**config.mk**
```make
export PLATFORM = sky130hd
export DESIGN_NAME = rggen_bit_field_event_status_flat
export DESIGN_NICKNAME = d
export VERILOG_FILES = /design/src/rtl/rggen_bit_field_event_pkg.sv /design/src/rtl/rggen_bit_field_if.sv /design/src/rtl/rggen_bit_field_edge_detect.sv /design/src/rtl/rggen_bit_field_event_status.sv /design/src/flat_wrapper.sv
export SDC_FILE = /design/constraint.sdc
export NUM_CORES = 1
export LEC_CHECK = 0
export ABC_CLOCK_PERIOD_IN_PS = 2500
export CAP_MARGIN = 20
export CORE_AREA = 2 2 39 41
export DETAILED_ROUTE_END_ITERATION = 6
export DIE_AREA = 0 0 41 43
export GPL_TIMING_DRIVEN = 0
export PLACE_DENSITY = 0.44
export SYNTH_ARGS = -nofsm -noshare
export SYNTH_HDL_FRONTEND = slang
export SYNTH_SLANG_ARGS = --single-unit
```
**constraint.sdc**
```tcl
create_clock -name i_clk -period 2.5 [get_ports i_clk]
set_input_delay 0.25 -clock i_clk [delete_from_list [all_inputs] [get_ports i_clk]]
set_output_delay 0.25 -clock i_clk [all_outputs]
set_load 0.005 [all_outputs]
```
**src/rtl/rggen_bit_field_event_pkg.sv**
```systemverilog
// Shared enumerations for the event/status bit field family.
// Parameter types for software write/read behaviour and hardware set qualification.
package rggen_bit_field_event_pkg;

    typedef enum logic [2:0] {
        W0C   = 3'd0,
        W1C   = 3'd1,
        W0S   = 3'd2,
        W1S   = 3'd3,
        WNONE = 3'd4
    } sw_write_mode_e;

    typedef enum logic [1:0] {
        RNONE = 2'd0,
        RCLR  = 2'd1,
        RSET  = 2'd2
    } sw_read_action_e;

    typedef enum logic [1:0] {
        LEVEL = 2'd0,
        RISE  = 2'd1,
        FALL  = 2'd2
    } hw_set_mode_e;

endpackage

```
**src/rtl/rggen_bit_field_if.sv**
```systemverilog
// Register block to bit field connection: access qualifiers in, read data and value out.
interface rggen_bit_field_if #(
    parameter int WIDTH = 1
);
    logic             valid;
    logic [WIDTH-1:0] read_mask;
    logic [WIDTH-1:0] write_mask;
    logic [WIDTH-1:0] write_data;
    logic [WIDTH-1:0] read_data;
    logic [WIDTH-1:0] value;

    modport master (
        output valid, read_mask, write_mask, write_data,
        input  read_data, value
    );

    modport bit_field (
        input  valid, read_mask, write_mask, write_data,
        output read_data, value
    );
endinterface

```
**src/rtl/rggen_bit_field_edge_detect.sv**
```systemverilog
// Qualifies a per-bit hardware event as level, rising edge or falling edge.
// set_q starts at 0 so a line already high at reset release counts as a rising edge.
module rggen_bit_field_edge_detect
    import rggen_bit_field_event_pkg::*;
#(
    parameter int           WIDTH = 1,
    parameter hw_set_mode_e MODE  = LEVEL
)(
    input  logic             i_clk,
    input  logic             i_rst,
    input  logic [WIDTH-1:0] i_set,
    output logic [WIDTH-1:0] o_hw_set
);

    logic [WIDTH-1:0] set_q;

    always_ff @(posedge i_clk or posedge i_rst) begin
        if (i_rst) begin
            set_q <= '0;
        end else begin
            set_q <= i_set;
        end
    end

    always_comb begin
        case (MODE)
            RISE:    o_hw_set = i_set & ~set_q;
            FALL:    o_hw_set = ~i_set & set_q;
            default: o_hw_set = i_set;
        endcase
    end

endmodule

```
**src/rtl/rggen_bit_field_event_status.sv**
```systemverilog
// Status field of hardware-settable event flags with software write/read side effects,
// sticky per-bit overflow and a registered interrupt request.
module rggen_bit_field_event_status
    import rggen_bit_field_event_pkg::*;
#(
    parameter int               WIDTH          = 1,
    parameter logic [WIDTH-1:0] INITIAL_VALUE  = '0,
    parameter sw_write_mode_e   SW_WRITE_MODE  = W1C,
    parameter sw_read_action_e  SW_READ_ACTION = RNONE,
    parameter hw_set_mode_e     HW_SET_MODE    = LEVEL,
    parameter bit               HW_PRIORITY    = 1'b1
)(
    input  logic                     i_clk,
    input  logic                     i_rst,
    rggen_bit_field_if.bit_field     bit_field_if,
    input  logic [WIDTH-1:0]         i_set,
    input  logic [WIDTH-1:0]         i_clear,
    input  logic [WIDTH-1:0]         i_irq_enable,
    output logic [WIDTH-1:0]         o_value,
    output logic [WIDTH-1:0]         o_overflow,
    output logic                     o_irq
);

    logic             read_access;
    logic             write_access;
    logic [WIDTH-1:0] write_hit;
    logic [WIDTH-1:0] hw_set;
    logic [WIDTH-1:0] hw_effective;
    logic [WIDTH-1:0] sw_clear;
    logic [WIDTH-1:0] sw_set;
    logic [WIDTH-1:0] overflow_set;
    logic [WIDTH-1:0] value_reg;
    logic [WIDTH-1:0] value_next;
    logic [WIDTH-1:0] overflow_reg;
    logic [WIDTH-1:0] overflow_next;
    logic             irq_reg;
    logic             irq_next;

    rggen_bit_field_edge_detect #(
        .WIDTH (WIDTH),
        .MODE  (HW_SET_MODE)
    ) u_edge_detect (
        .i_clk    (i_clk),
        .i_rst    (i_rst),
        .i_set    (i_set),
        .o_hw_set (hw_set)
    );

    // A non-zero read mask makes the access a read even if write_mask is also set.
    assign read_access  = bit_field_if.valid && (|bit_field_if.read_mask);
    assign write_access = bit_field_if.valid && !(|bit_field_if.read_mask)
                          && (|bit_field_if.write_mask);
    assign write_hit    = {WIDTH{write_access}} & bit_field_if.write_mask;

    for (genvar gi = 0; gi < WIDTH; gi++) begin : g_bit
        assign sw_clear[gi] =
            (write_hit[gi] && (((SW_WRITE_MODE == W0C) && !bit_field_if.write_data[gi]) ||
                               ((SW_WRITE_MODE == W1C) &&  bit_field_if.write_data[gi]))) ||
            (read_access && (SW_READ_ACTION == RCLR));

        assign sw_set[gi] =
            (write_hit[gi] && (((SW_WRITE_MODE == W0S) && !bit_field_if.write_data[gi]) ||
                               ((SW_WRITE_MODE == W1S) &&  bit_field_if.write_data[gi]))) ||
            (read_access && (SW_READ_ACTION == RSET));

        // With software priority a same-cycle software clear swallows the event.
        assign hw_effective[gi] = hw_set[gi] && (HW_PRIORITY || !sw_clear[gi]);

        assign value_next[gi] = (value_reg[gi] && !i_clear[gi] && !sw_clear[gi])
                                || sw_set[gi] || hw_effective[gi];

        assign overflow_set[gi]  = hw_effective[gi] && value_reg[gi]
                                   && !(i_clear[gi] || sw_clear[gi]);
        assign overflow_next[gi] = overflow_set[gi] || (overflow_reg[gi] && !sw_clear[gi]);
    end

    assign irq_next = |(value_next & i_irq_enable);

    always_ff @(posedge i_clk or posedge i_rst) begin
        if (i_rst) begin
            value_reg    <= INITIAL_VALUE;
            overflow_reg <= '0;
            irq_reg      <= 1'b0;
        end else begin
            value_reg    <= value_next;
            overflow_reg <= overflow_next;
            irq_reg      <= irq_next;
        end
    end

    assign bit_field_if.read_data = value_reg;
    assign bit_field_if.value     = value_reg;
    assign o_value                = value_reg;
    assign o_overflow             = overflow_reg;
    assign o_irq                  = irq_reg;

endmodule
```
**src/flat_wrapper.sv**
```systemverilog
// flat-port wrapper written by rule: the top's interface ports become plain ports
module rggen_bit_field_event_status_flat import rggen_bit_field_event_pkg::*;
#(
    parameter int               WIDTH          = 1,
    parameter logic [WIDTH-1:0] INITIAL_VALUE  = '0,
    parameter sw_write_mode_e   SW_WRITE_MODE  = W1C,
    parameter sw_read_action_e  SW_READ_ACTION = RNONE,
    parameter hw_set_mode_e     HW_SET_MODE    = LEVEL,
    parameter bit               HW_PRIORITY    = 1'b1
)
  (i_clk, i_rst, i_set, i_clear, i_irq_enable, o_value, o_overflow, o_irq, bit_field_if_valid, bit_field_if_read_mask, bit_field_if_write_mask, bit_field_if_write_data, bit_field_if_read_data, bit_field_if_value);
  rggen_bit_field_if #(.WIDTH(WIDTH)) bit_field_if_i ();
  input  logic i_clk;
  input  logic i_rst;
  input  logic [WIDTH-1:0] i_set;
  input  logic [WIDTH-1:0] i_clear;
  input  logic [WIDTH-1:0] i_irq_enable;
  output logic [WIDTH-1:0] o_value;
  output logic [WIDTH-1:0] o_overflow;
  output logic o_irq;
  input wire logic [$bits(bit_field_if_i.valid)-1:0] bit_field_if_valid;
  input wire logic [$bits(bit_field_if_i.read_mask)-1:0] bit_field_if_read_mask;
  input wire logic [$bits(bit_field_if_i.write_mask)-1:0] bit_field_if_write_mask;
  input wire logic [$bits(bit_field_if_i.write_data)-1:0] bit_field_if_write_data;
  output wire logic [$bits(bit_field_if_i.read_data)-1:0] bit_field_if_read_data;
  output wire logic [$bits(bit_field_if_i.value)-1:0] bit_field_if_value;
  assign bit_field_if_i.valid = bit_field_if_valid;
  assign bit_field_if_i.read_mask = bit_field_if_read_mask;
  assign bit_field_if_i.write_mask = bit_field_if_write_mask;
  assign bit_field_if_i.write_data = bit_field_if_write_data;
  assign bit_field_if_read_data = bit_field_if_i.read_data;
  assign bit_field_if_value = bit_field_if_i.value;
  rggen_bit_field_event_status #(.WIDTH(WIDTH), .INITIAL_VALUE(INITIAL_VALUE), .SW_WRITE_MODE(SW_WRITE_MODE), .SW_READ_ACTION(SW_READ_ACTION), .HW_SET_MODE(HW_SET_MODE), .HW_PRIORITY(HW_PRIORITY)) u_core (.i_clk(i_clk), .i_rst(i_rst), .bit_field_if(bit_field_if_i), .i_set(i_set), .i_clear(i_clear), .i_irq_enable(i_irq_enable), .o_value(o_value), .o_overflow(o_overflow), .o_irq(o_irq));
endmodule
```
==> impl_metrics.tcl <==
set metrics [dict create \
    status "finished, final reports clean" \
    post_cts_resized 0 \
    ir_drop_mv 0.163 \
    grt_pass1_vias 150 \
    slew_violations 0 \
    swShare_pct 21.3 \
    p_int_uw 145 \
    post_cts_buffers 0 \
    powerDensity_mw_per_mm2 544 \
    cap_violations 0 \
    grt_pass1_wl_um 634 \
    hold_ws_ps 188 \
    yosysWarnings 0 \
    period_share_pct 60.2 \
    drt_wl_total_um 408 \
    cp_max_fo 6 \
    path_class "reg -> out" \
    startpoint_type "flop" \
    antennaDiodeCount 0 \
    pin_count 14 \
    r2r_slack_ps 1630 \
    end_kind "output pin" \
    num_rows 14 \
    vias 163 \
    syn_to_final_growth_pct 108 \
    ys_seq_area_share_pct 46.2 \
    dr.pass1.iters 1 \
    hold_viol 0 \
    hold_class "in -> async" \
    clkTransAtPathRegs_ps 40 \
    insertion_delay_ps 230 \
    seqPwrFrac_pct 31.0 \
    cts_buffer_depth 2 \
    relSlewSlack_pct 88.9 \
    final_antenna_net_count 0 \
    syn_avg_cell_area_sq_um 12.5 \
    hold_buffers 0 \
    crit_slowest_cell "clkdlybuf4s50_1" \
    gp_congestion 0.621 \
    die_h_um 43 \
    nets 40 \
    synth_nets 22 \
    port_buffers 13 \
    tritoncts "done" \
    period_needed_ps 1510 \
    reg2reg_from "u_core.bit_field_if.read_data$_DFF_PP0_" \
    skew_ps 1.47 \
    cts-root-buf "clkbuf_4" \
    r2r_cells 2 \
    reg2reg_to "u_core.o_overflow$_DFF_PP0_" \
    drtIter0Drc 0 \
    setup_ws_ps 994 \
    synth_area_sq_um 163 \
    cp_cell_sequence "buf_4, clkdlybuf4s50_1" \
    p_comb_share_pct 23.0 \
    crit_arrival_ps 1260 \
    slowest_delay_ps 490 \
    via_per_inst 3.54 \
    syn_inst 13 \
    core_area_sq_mm 0.00138 \
    clkPwrFrac_pct 46.0 \
    nFillCells 148 \
    p_sw_uw 39.2 \
    ctsHtreeMaxLevel 1 \
    ys_ff_latch 3 \
    tns_ps 0 \
    drive_gt1_share_pct 20.0 \
    routedWlPerCell_um 8.87 \
    clock-sinks 3 \
    rsz0062_at_grt "no" \
    synth.distinct_cells 9 \
    die_w_um 41 \
    grt_max_degree 7 \
    antenna_found_initial 0 \
    grt_use_total_pct 6.04 \
    numCtsBuffers 3 \
    initial_core_util_pct 11.8 \
    finalSetupViolations 0 \
    tightest_slew_ps 167 \
    critPathRequiredTime_ps 2250 \
    place_ws_ps 1220 \
    drc 0 \
    overflow 0 \
    final_util_pct 24.5 \
    die_area_sq_mm 0.00176 \
    p_leak_nw 0.158 \
    fmax_ghz 0.664 \
]
==> cells by family (layout without fill, tap and decap cells) <==
group | after synthesis | after routing | synth area share [%]
buffers and inverters | 4 | 21 | 13.8
and+or+nand+nor | 3 | 3 | 23.8
DFF | 3 | 3 | 46.2
AOI/OAI and AO/OA | 3 | 3 | 16.2
==> state kept, by name, summed over array words and instances, names as in the netlist <==
signal                         flops
u_core.o_overflow                  1
u_core.o_irq                       1
u_core.bit_field_if.read_data      1
==> power groups by stage <==
stage / Sequential (mW) / Clock, mW / Combinational (mW)
3_3_place_gp: 0.0577 / 0 / 0.0428
2_1_floorplan: 0.0581 / 0 / 0.0119
3_5_place_dp: 0.0579 / 0 / 0.0430
4_1_cts: 0.0572 / 0.0892 / 0.0432
5_1_grt: 0.0578 / 0.0924 / 0.0464
6_report: 0.0571 / 0.0849 / 0.0424
==> how the worst max path moves through the flow <==
stage | depth (start not counted) | startpoint | slack [ps] | to
5_1_grt | 2 | u_core.bit_field_if.read_data$_DFF_PP0_ | 910 | o_value
3_5_place_dp | 2 | u_core.bit_field_if.read_data$_DFF_PP0_ | 1220 | bit_field_if_value
6_report | 2 | u_core.bit_field_if.read_data$_DFF_PP0_ | 990 | bit_field_if_value
2_1_floorplan | 2 | u_core.bit_field_if.read_data$_DFF_PP0_ | 1650 | u_core.o_overflow$_DFF_PP0_
3_3_place_gp | 2 | u_core.bit_field_if.read_data$_DFF_PP0_ | 1230 | bit_field_if_value
4_1_cts | 2 | u_core.bit_field_if.read_data$_DFF_PP0_ | 970 | bit_field_if_value
==> layout by cell type (no fill, tap or decap), drive strengths merged <==
| cell | synthesis | layout |
|---|---|---|
| a31o | 1 | 1 |
| a41o | 1 | 1 |
| and2 | 1 | 1 |
| and3b | 1 | 1 |
| buf | 2 | 2 |
| clkbuf | 0 | 4 |
| clkdlybuf4s50 | 0 | 13 |
| dfrtp | 3 | 3 |
| inv | 2 | 2 |
| nand4b | 1 | 1 |
| o21a | 1 | 1 |
==> metrics by stage <==
step           std cells  power, mW  area (sq um)
6_report              46      0.184           339
5_1_grt               46      0.197           339
4_1_cts               46      0.190           339
3_5_place_dp          42      0.101           313
3_3_place_gp          42      0.100           313
2_1_floorplan         13     0.0700           163
==> synth_stat cells (all sizes together) <==
master / number / share of area (%)
a31o: 1 / 5.4
a41o: 1 / 6.2
and2: 1 / 3.8
and3b: 1 / 5.4
buf: 2 / 9.2
dfrtp: 3 / 46
inv: 2 / 4.6
nand4b: 1 / 15
o21a: 1 / 4.6
==> cell type report <==
type / instances / area [sq um] / share of cell area [%]
flip-flops and latches: 3 / 75.1 / 22.1
well taps: 16 / 20.0 / 5.90
multi-input cells: 6 / 65.1 / 19.2
repair buffers: 13 / 130 / 38.4
clock buffers: 4 / 26.3 / 7.75
inverters: 2 / 7.51 / 2.21
plain buffers: 2 / 15.0 / 4.43
==> critical path: cells and delay by family, from the launching register on <==
kind	cells	cell delay, ps
buffers and inverters	2	620
DFF	1	410
==> layer usage <==
layer | global-route usage, % | vias up | part of all wire, %
met1 | 6.80 | 66 | 44
li1 | - | 77 | -
met4 | 6.00 | 0 | 3.7
met2 | 6.25 | 16 | 32
met5 | 0 | - | 0
met3 | 5.24 | 4 | 20
(Power assumes the default switching activity.)
